===== src/rtl/alu_exec_pkg.sv =====
// Shared opcode encodings, multiplier step count and FSM state type for alu_exec.
package alu_exec_pkg;

  localparam int unsigned OP_W      = 4;
  localparam int unsigned MUL_STEPS = 16;
  localparam int unsigned CNT_W     = 5;

  localparam logic [OP_W-1:0] OP_ADD = 4'd0;
  localparam logic [OP_W-1:0] OP_SUB = 4'd1;
  localparam logic [OP_W-1:0] OP_AND = 4'd2;
  localparam logic [OP_W-1:0] OP_OR  = 4'd3;
  localparam logic [OP_W-1:0] OP_XOR = 4'd4;
  localparam logic [OP_W-1:0] OP_NOT = 4'd5;
  localparam logic [OP_W-1:0] OP_SHL = 4'd6;
  localparam logic [OP_W-1:0] OP_SHR = 4'd7;
  localparam logic [OP_W-1:0] OP_MUL = 4'd8;

  typedef enum logic {
    ST_IDLE    = 1'b0,
    ST_MUL_RUN = 1'b1
  } state_e;

endpackage


===== src/rtl/alu_mul_seq.sv =====
// Iterative unsigned shift-add multiplier: one partial product per cycle.
module alu_mul_seq
  import alu_exec_pkg::*;
#(
  parameter int unsigned DWIDTH = 16
) (
  input  logic                  clk,
  input  logic                  rst_n,
  input  logic                  start,
  input  logic [DWIDTH-1:0]     a,
  input  logic [DWIDTH-1:0]     b,
  output logic [2*DWIDTH-1:0]   product_c,
  output logic                  done_c
);

  localparam int unsigned PW = 2 * DWIDTH;

  logic             run_q;
  logic [CNT_W-1:0] cnt_q;
  logic [PW-1:0]    mcand_q;
  logic [DWIDTH-1:0] mplier_q;
  logic [PW-1:0]    acc_q;
  logic [PW-1:0]    addend_c;
  logic [PW-1:0]    acc_next_c;

  // Next accumulator value; on the final step it is the full product.
  always_comb begin
    addend_c   = mplier_q[0] ? mcand_q : '0;
    acc_next_c = acc_q + addend_c;
    product_c  = acc_next_c;
    done_c     = run_q && (cnt_q == CNT_W'(MUL_STEPS - 1));
  end

  // Operand latch on start, then one shift-add step per cycle while running.
  always_ff @(posedge clk or negedge rst_n) begin
    if (!rst_n) begin
      run_q    <= 1'b0;
      cnt_q    <= '0;
      mcand_q  <= '0;
      mplier_q <= '0;
      acc_q    <= '0;
    end else if (start) begin
      run_q    <= 1'b1;
      cnt_q    <= '0;
      mcand_q  <= PW'(a);
      mplier_q <= b;
      acc_q    <= '0;
    end else if (run_q) begin
      acc_q    <= acc_next_c;
      mcand_q  <= mcand_q << 1;
      mplier_q <= mplier_q >> 1;
      cnt_q    <= cnt_q + CNT_W'(1);
      if (done_c) begin
        run_q <= 1'b0;
      end
    end
  end

endmodule


===== src/rtl/alu_exec.sv =====
// Execute-stage ALU: single-cycle ops with flags, plus a 16-step sequential multiply.
module alu_exec
  import alu_exec_pkg::*;
#(
  parameter int unsigned DWIDTH = 16
) (
  input  logic              clk,
  input  logic              rst_n,
  input  logic              en_in,
  input  logic [DWIDTH-1:0] alu_a,
  input  logic [DWIDTH-1:0] alu_b,
  input  logic [OP_W-1:0]   alu_op,
  output logic [DWIDTH-1:0] alu_out,
  output logic              flag_z,
  output logic              flag_n,
  output logic              flag_c,
  output logic              flag_v,
  output logic              en_out,
  output logic              busy
);

  localparam int unsigned PW = 2 * DWIDTH;

  state_e            state_q, state_d;
  logic [DWIDTH-1:0] out_d;
  logic              z_d, n_d, c_d, v_d, en_out_d, busy_d;

  logic [DWIDTH-1:0] res_c;
  logic              c_c, v_c;
  logic [DWIDTH:0]   sum_c;
  logic [DWIDTH-1:0] diff_c;
  logic [DWIDTH:0]   shl_c;
  logic [DWIDTH:0]   shr_c;
  logic [3:0]        shamt_c;

  logic              mul_start_c;
  logic              mul_done_c;
  logic [PW-1:0]     mul_prod_c;
  logic [DWIDTH-1:0] mul_lo_c;

  alu_mul_seq #(.DWIDTH(DWIDTH)) u_mul (
    .clk       (clk),
    .rst_n     (rst_n),
    .start     (mul_start_c),
    .a         (alu_a),
    .b         (alu_b),
    .product_c (mul_prod_c),
    .done_c    (mul_done_c)
  );

  // Single-cycle datapath; shifts carry an extra bit to expose the last bit shifted out.
  always_comb begin
    res_c   = '0;
    c_c     = 1'b0;
    v_c     = 1'b0;
    shamt_c = alu_b[3:0];
    sum_c   = {1'b0, alu_a} + {1'b0, alu_b};
    diff_c  = alu_a - alu_b;
    shl_c   = {1'b0, alu_a} << shamt_c;
    shr_c   = {alu_a, 1'b0} >> shamt_c;
    case (alu_op)
      OP_ADD: begin
        res_c = sum_c[DWIDTH-1:0];
        c_c   = sum_c[DWIDTH];
        v_c   = (alu_a[DWIDTH-1] == alu_b[DWIDTH-1]) &&
                (sum_c[DWIDTH-1] != alu_a[DWIDTH-1]);
      end
      OP_SUB: begin
        res_c = diff_c;
        c_c   = alu_a < alu_b;
        v_c   = (alu_a[DWIDTH-1] != alu_b[DWIDTH-1]) &&
                (diff_c[DWIDTH-1] != alu_a[DWIDTH-1]);
      end
      OP_AND: res_c = alu_a & alu_b;
      OP_OR:  res_c = alu_a | alu_b;
      OP_XOR: res_c = alu_a ^ alu_b;
      OP_NOT: res_c = ~alu_a;
      OP_SHL: begin
        res_c = shl_c[DWIDTH-1:0];
        c_c   = shl_c[DWIDTH];
      end
      OP_SHR: begin
        res_c = shr_c[DWIDTH:1];
        c_c   = shr_c[0];
      end
      default: res_c = '0;
    endcase
  end

  assign mul_lo_c = mul_prod_c[DWIDTH-1:0];

  // Next-state and next-output logic; outputs hold unless a result is produced.
  always_comb begin
    state_d     = state_q;
    out_d       = alu_out;
    z_d         = flag_z;
    n_d         = flag_n;
    c_d         = flag_c;
    v_d         = flag_v;
    en_out_d    = 1'b0;
    busy_d      = busy;
    mul_start_c = 1'b0;
    case (state_q)
      ST_IDLE: begin
        if (en_in) begin
          if (alu_op == OP_MUL) begin
            mul_start_c = 1'b1;
            busy_d      = 1'b1;
            state_d     = ST_MUL_RUN;
          end else begin
            out_d    = res_c;
            z_d      = (res_c == '0);
            n_d      = res_c[DWIDTH-1];
            c_d      = c_c;
            v_d      = v_c;
            en_out_d = 1'b1;
          end
        end
      end
      ST_MUL_RUN: begin
        if (mul_done_c) begin
          out_d    = mul_lo_c;
          z_d      = (mul_lo_c == '0);
          n_d      = mul_lo_c[DWIDTH-1];
          c_d      = |mul_prod_c[PW-1:DWIDTH];
          v_d      = 1'b0;
          en_out_d = 1'b1;
          busy_d   = 1'b0;
          state_d  = ST_IDLE;
        end
      end
      default: state_d = ST_IDLE;
    endcase
  end

  // State and output registers.
  always_ff @(posedge clk or negedge rst_n) begin
    if (!rst_n) begin
      state_q <= ST_IDLE;
      alu_out <= '0;
      flag_z  <= 1'b0;
      flag_n  <= 1'b0;
      flag_c  <= 1'b0;
      flag_v  <= 1'b0;
      en_out  <= 1'b0;
      busy    <= 1'b0;
    end else begin
      state_q <= state_d;
      alu_out <= out_d;
      flag_z  <= z_d;
      flag_n  <= n_d;
      flag_c  <= c_d;
      flag_v  <= v_d;
      en_out  <= en_out_d;
      busy    <= busy_d;
    end
  end

endmodule


===== config.mk =====
export PLATFORM = sky130hd
export DESIGN_NAME = alu_exec
export DESIGN_NICKNAME = d
export VERILOG_FILES = /design/src/rtl/alu_exec_pkg.sv /design/src/rtl/alu_mul_seq.sv /design/src/rtl/alu_exec.sv
export SDC_FILE = /design/constraint.sdc
export NUM_CORES = 1
export LEC_CHECK = 0
export ABC_AREA = 0
export ABC_CLOCK_PERIOD_IN_PS = 4400
export CAP_MARGIN = 10
export CORE_MARGIN = 2
export CORE_UTILIZATION = 33
export DETAILED_ROUTE_END_ITERATION = 8
export GPL_ROUTABILITY_DRIVEN = 0
export HOLD_SLACK_MARGIN = 0.12
export SLEW_MARGIN = 20
export SYNTH_ARGS = -nofsm -noshare
export SYNTH_HDL_FRONTEND = slang
export SYNTH_HIERARCHICAL = 1
export SYNTH_SLANG_ARGS = --single-unit
export TNS_END_PERCENT = 1

===== constraint.sdc =====
create_clock -name clk -period 4.4 [get_ports clk]
set_clock_uncertainty 0.15 [all_clocks]
set_input_delay 0.66 -clock clk [delete_from_list [all_inputs] [get_ports clk]]
set_output_delay 0.66 -clock clk [all_outputs]
set_load 0.05 [all_outputs]

==> reports/summary.txt, run 1 <==
MaxCap Viol Count: 0
WP data required: 4550 ps
CP Launch Type: flop
largest net degree at the start of global routing: 81
RSZ-0062 raised after global routing: no
clock root buffer master: clkbuf_16
max incr delay on CP: 540 ps
P_leak: 4.92 nW
Slew Limit Fails: 0
Mapped Area: 0.0113 mm2
Antenna Nets Post-Route: 0
YS warnings: 6
Pre-Repair DR Iteration Count: 5
core area: 0.0335 mm2
vias in the first global route: 10200
post-synthesis sequential area ratio: 24.0%
post-detail-place hpwl: 28000 um
total die area: 0.0356 mm2
Top FF cell, synth: dfrtp_1
Placed Area: 0.0124 mm2
buffer depth of the longest clock path: 2
Power Density: 194 mW/mm2
global-route wire length before repair: 57300 um
# port buffers: 60
Final WS setup: 434 ps
post-synth top area share: 24.0%
num rows: 67
final WL: 36300 um
Ant. Diodes: 0
Design Area, Final: 0.0128 mm2
Synth Register Bits: 108
fin nets: 1491
CTS resizes: 0
IO Pins: 61
Max Fclk: 0.252 GHz
H-tree depth: 3
worst-path maximum fanout: 8
number of synthesized flops with an enable pin: 0
number of CTS-inserted buffers: 9
Starting Density: 33.6%
endpoints failing hold: 0
top post-synthesis cells by area: dfrtp_1, ha_1, mux2i_1, nor2_1, nand2_1
final setup vio count: 0
worst r2r src: u_mul/mplier_q[0]
Crit Path Category: reg -> reg
endpoint type of the worst setup path: flop
layout cells sized above 1: 11.1%
CTS Sinks: 108
fin crit period: 3970 ps
critical path, cell by cell: and2_1 > ha_1 > fa_1 > a21o_1 > a21oi_1 > o31ai_4 > o221a_2 > nor2_1 > xnor2_1 > or4_1 > o41ai_1 > o21ai_0 > o31ai_2
DR WL/cell: 20.0 um
Total GRT Usage: 20.1%
Post-route DRC: 0
Syn Nets: 1454
Slew HR: 45.9%
antenna violations before repair: 0
Hold Crit Class: in -> async
hold_ws: 203 ps
Placed Cells: 1801
count of different cell masters after synthesis: 99
Post-CTS Setup Repair Bufs: 0
Area Growth Syn to Fin: 13.5%
vias per cell: 5.85
Synth area leader: dfrtp_1
Worst setup startpoint: u_mul/mplier_q[0]
CTS tree: yes
share of flip-flops with an asynchronous set or reset: 100%
critical path arrival: 4110 ps
Synth Instances: 1327
run status: finished, final reports clean
number of stages on the worst setup path: 13
Reg2Reg Depth: 13
# hold bufs at CTS: 0
via count: 10600
Worst Max-Slew Pin Slew: 811 ps
period utilization: 90.1%
Syn Area/Cell: 8.48 um2
CP Buf/Inv Count: 0
Die Y: 189 um
dpl ws: 229 ps
Die W: 189 um
initial detailed-routing violation count: 854
crit-path leading delay family: compound AO/OA/AOI/OAI gates
setup total negative slack: 0 ps
Final Non-Filler Cells: 1817
global route overflow: 0
Crit-path slowest cell: or4_1
Worst VDD drop: 199 uV
clock transition at the registers of the reported paths: 90 ps
Skew-Pair Late Insertion Delay: 380 ps
worst register-to-register path, delay by kind of cell (launching register included):
family          cells  cell delay [ps]
simple gates        3              850
xor+xnor            1              120
compound gates      7             1650
fa+ha+maj           2              670
flops               1              460
placed cells by master (no fill, tap or decap), drive strengths merged, types with 8 or more instances in the layout:
cell and instances:
o21ai 80, buf 60, o31ai 9, o22ai 10
o211ai 17, a211oi 28, nor3 30, a31oi 11
dfrtp 108, nor2 133, o21a 12, a21oi 64
mux2 11, and2 40, nand4b 8, nand3 17
nor2b 13, xor2 13, a211o 11, inv 64
clkbuf 9, clkdlybuf4s50 57, nand2b 18, o21bai 10
a22o 8, xnor2 28, a21o 24, and4b 9
nand4 16, ha 85, nor4 12, nand2 111
nor4b 8, mux4 20, mux2i 93
path summary, 6_finish.rpt:
check	endpoint	slack, ps
setup reg to reg	flag_z	430
hold reg to reg	busy	340
min in group clk	busy	340
max in group asynchronous	u_mul/acc_q[1]	3130
setup / recovery	flag_z	430
hold / removal	u_mul/mcand_q[30]	200
layout make-up:
class,count,area (um2)
sequential,108,2710
tap,448,561
timing repair buffer,117,1050
fill,3502,20800
inverter,63,236
clock buffer,9,225
multi-input combinational,1065,7890
clock inverter,7,96.3
registers in the layout, indices dropped and copies added, names as in the netlist, 5 cells and up:
signal          flops
u_mul/mcand_q      32
u_mul/acc_q        32
u_mul/cnt_q         5
u_mul/mplier_q     16
alu_out            15
cells by family (layout without fill, tap and decap cells):
logic type | count (synthesis) | count (layout) | share of synthesized area [%]
xor+xnor | 41 | 41 | 3.19
fa+ha+maj | 88 | 88 | 9.98
compound gates | 362 | 362 | 23.0
simple gates | 450 | 450 | 20.4
mux | 124 | 124 | 13.5
flops | 108 | 108 | 24.0
buf+inv | 154 | 196 | 5.91
layer usage:
layer	vias up	track usage [%]	share of wire [%]
met1	5163	28.1	46
li1	4948	-	-
met2	446	32.5	46
met4	0	5.32	2.3
met5	-	0	0
met3	64	2.68	6.2
where the power goes:
| part | internal (mW) | switching [mW] | total, mW |
|---|---|---|---|
| clock | 0.415 | 0.451 | 0.865 |
| combinational | 0.248 | 0.374 | 0.621 |
| sequential | 0.993 | 0.000645 | 0.993 |
| total | 1.65 | 0.825 | 2.48 |
cells in the mapped netlist (10+ instances only):
cell and n:
inv_1 59, xor2_1 13, o211ai_1 17, mux4_2 17
a211o_1 11, and2_1 38, nand4_1 14, nand2b_1 18
nand3_1 17, clkbuf_1 38, a21o_1 24, o21ai_0 71
a31oi_1 10, buf_1 13, a211oi_1 26, ha_1 85
xnor2_1 28, dfrtp_1 108, nand2_1 111, o22ai_1 10
nor4_1 12, mux2_2 11, o21a_1 12, nor2b_1 13
o21bai_1 10, buf_2 29, nor3_1 29, mux2i_1 93
a21oi_1 62, nor2_1 133
metrics by stage:
stage          util, %  power [mW]
2_1_floorplan        -        1.38
3_3_place_gp      37.1        1.61
3_5_place_dp      37.1        1.62
4_1_cts           38.1        2.49
5_1_grt           38.1        2.58
6_report          38.1        2.48
Power figures use the tool's default switching activity.
==> inputs of run 2 (changes only) <==
CELL_PAD_IN_SITES_DETAIL_PLACEMENT = 0   (was unset)
CELL_PAD_IN_SITES_GLOBAL_PLACEMENT = 1   (was unset)
CORE_MARGIN = unset   (was 2)
PLACE_DENSITY_LB_ADDON = 0.1   (was unset)
TNS_END_PERCENT = 5   (was 1)
==> run 2 against run 1 <==
Effect of this change: first-iteration DRC count down 11%; global-route usage rose by 3.4 points; cell count is 0.77% higher; critical path depth unchanged; total power down 0.37%; utilization increased by 0.25 points; sequential share of layout area down 0.13 points; final area rose by 0.67%; worst hold slack got worse by 27 ps; combinational power is 3.4% higher; worst setup slack lost 230 ps; die area decreased by 2.1%; critical path type unchanged.
==> reports/summary.txt, run 2 (synthesized netlist as in run 1, its figures left out) <==
FF+latch area: 0.00271 mm2 (about the same)
Die W: 187 um (-1.1%)
Ant. Diodes: 0 (unchanged)
clock root buffer master: clkbuf_16
Design Area, Final: 0.0129 mm2 (+0.67%)
Die Y: 187 um (-1.1%)
Worst R2R Setup Slack: 200 ps (-230 ps)
Post-route DRC: 0 (unchanged)
worst-path maximum fanout: 21 (+13)
via count: 10400 (-2.3%)
Final WS setup: 201 ps (-233 ps)
Pre-Repair DR Iteration Count: 5 (unchanged)
H-tree depth: 3 (unchanged)
fin crit period: 4200 ps (+233 ps)
initial detailed-routing violation count: 763 (-11%)
total die area: 0.0349 mm2 (-2.1%)
number of CTS-inserted buffers: 9 (unchanged)
run status: finished, final reports clean
fin nets: 1505 (+0.94%)
CP Launch Type: flop
IO Pins: 61 (unchanged)
max incr delay on CP: 520 ps (-20 ps)
antenna violations before repair: 2 (+2)
largest net degree at the start of global routing: 101 (+25%)
Slew HR: 48.0% (+2.1 points)
global route overflow: 0 (unchanged)
Multi-input gate area: 0.00791 mm2 (+0.24%)
# fillers: 3530 (+0.80%)
CP Buf/Inv Count: 1 (+1)
crit-path leading delay family: compound AO/OA/AOI/OAI gates
post-detail-place hpwl: 31800 um (+14%)
Max Fclk: 0.238 GHz (-5.5%)
Hold Crit Class: in -> async
most frequent cells in the layout: nor2_1, nand2_1, dfrtp_1
Crit-path slowest cell: o311ai_1
critical path, cell by cell: buf_4 > and2_1 > ha_1 > a21o_1 > a31oi_1 > a21oi_1 > o311ai_1 > o21ai_1 > xor2_1 > nor4_1 > nand4_1 > o41ai_4 > o21ai_0
critical path arrival: 4280 ps (+170 ps)
Power Density: 192 mW/mm2 (-1.0%)
DR WL/cell: 22.2 um (+11%)
post-layout power: 2.47 mW (-0.37%)
Slew Limit Fails: 0 (unchanged)
Skew-Pair Late Insertion Delay: 370 ps (about the same)
Area Growth Syn to Fin: 14.2%
final setup vio count: 0 (unchanged)
buffer depth of the longest clock path: 2 (unchanged)
global-route wire length before repair: 63300 um (+11%)
Worst Max-Slew Pin Slew: 777 ps (-34.7 ps)
CTS tree: yes
Placed Area: 0.0125 mm2 (+0.74%)
vias per cell: 5.66 (-3.1%)
Starting Density: 33.6% (unchanged)
dpl ws: -125 ps (-355 ps)
layout cells sized above 1: 12.1% (+0.97 points)
Top Registers: u_mul/acc_q: 32 flops, u_mul/mcand_q: 32 flops, u_mul/mplier_q: 16 flops
endpoints failing hold: 0 (unchanged)
clock transition at the registers of the reported paths: 70 ps (-20 ps)
Final Util: 38.3% (+0.25 points)
P_leak: 4.96 nW (+0.90%)
# port buffers: 60 (unchanged)
Crit Path Category: reg -> reg
RSZ-0062 raised after global routing: no
period utilization: 95.4% (+5.3 points)
final WL: 40700 um (+12%)
commonest non-fill, non-tap cell in the layout: nor2_1
setup total negative slack: 0 ps (unchanged)
Worst VDD drop: 174 uV (-13%)
Antenna Nets Post-Route: 0 (unchanged)
core area: 0.0335 mm2 (unchanged)
endpoint type of the worst setup path: flop
# hold bufs at CTS: 0 (unchanged)
CTS Sinks: 108 (unchanged)
num rows: 67 (unchanged)
Total GRT Usage: 23.5% (+3.4 points)
MaxCap Viol Count: 0 (unchanged)
vias in the first global route: 10300 (+1.8%)
WP data required: 4480 ps (-70 ps)
-- run 2: worst paths after layout --
path                                    from                  to  depth (start not counted)
setup / recovery           u_mul/mplier_q[0]              flag_c                         13
setup reg to reg           u_mul/mplier_q[0]              flag_c                         13
max in group asynchronous              rst_n  u_mul/mplier_q[12]                          2
min in group clk                 alu_out[12]         alu_out[12]                          1
hold / removal                         rst_n              en_out                          1
hold reg to reg                  alu_out[12]         alu_out[12]                          1
-- run 2: through the flow --
step | cells | hold WS [ps]
after floorplan | 1327 | 214
after global placement | 1815 | 311
after detailed placement | 1815 | 320
after CTS | 1831 | 199
after global routing | 1831 | 216
final | 1831 | 176
-- run 2: what timing repair did --
item                                    in CTS  in global routing
setup buffers                                0                  0
endpoints found under the setup margin       1                  1
resized for setup                            1                  2
pin swaps                                    0                  0
-- run 2: report_power, final --
group          total [mW]  switching (mW)  leakage [nW]  internal, mW
clock network       0.835           0.394         0.131         0.441
logic               0.642           0.388          3.71         0.254
registers           0.993        0.000640          1.12         0.993
total                2.47           0.783          4.96          1.69
-- run 2: cell type report --
cell class,count,share of cell area [%]
clock buffer,10,1.78
clock inverter,6,0.506
inverter,63,1.84
multi-input combinational,1065,61.5
sequential,108,21.1
tap,448,4.36
timing repair buffer,131,8.91
-- run 2: worst reg2reg max path, stage by stage, from the launching register on --
cell	delay, ps
dfrtp_2	500
buf_4	240
and2_1	160
ha_1	350
a21o_1	190
a31oi_1	350
a21oi_1	150
o311ai_1	520
o21ai_1	160
xor2_1	190
nor4_1	420
nand4_1	200
o41ai_4	350
o21ai_0	130
-- run 2: metal layers --
| metal | global-route usage [%] | wire (um) |
|---|---|---|
| met3 | 3.54 | 1940 |
| met2 | 37.5 | 18700 |
| met1 | 32.2 | 18900 |
| met4 | 7.91 | 1140 |
| met5 | 0 | 12 |
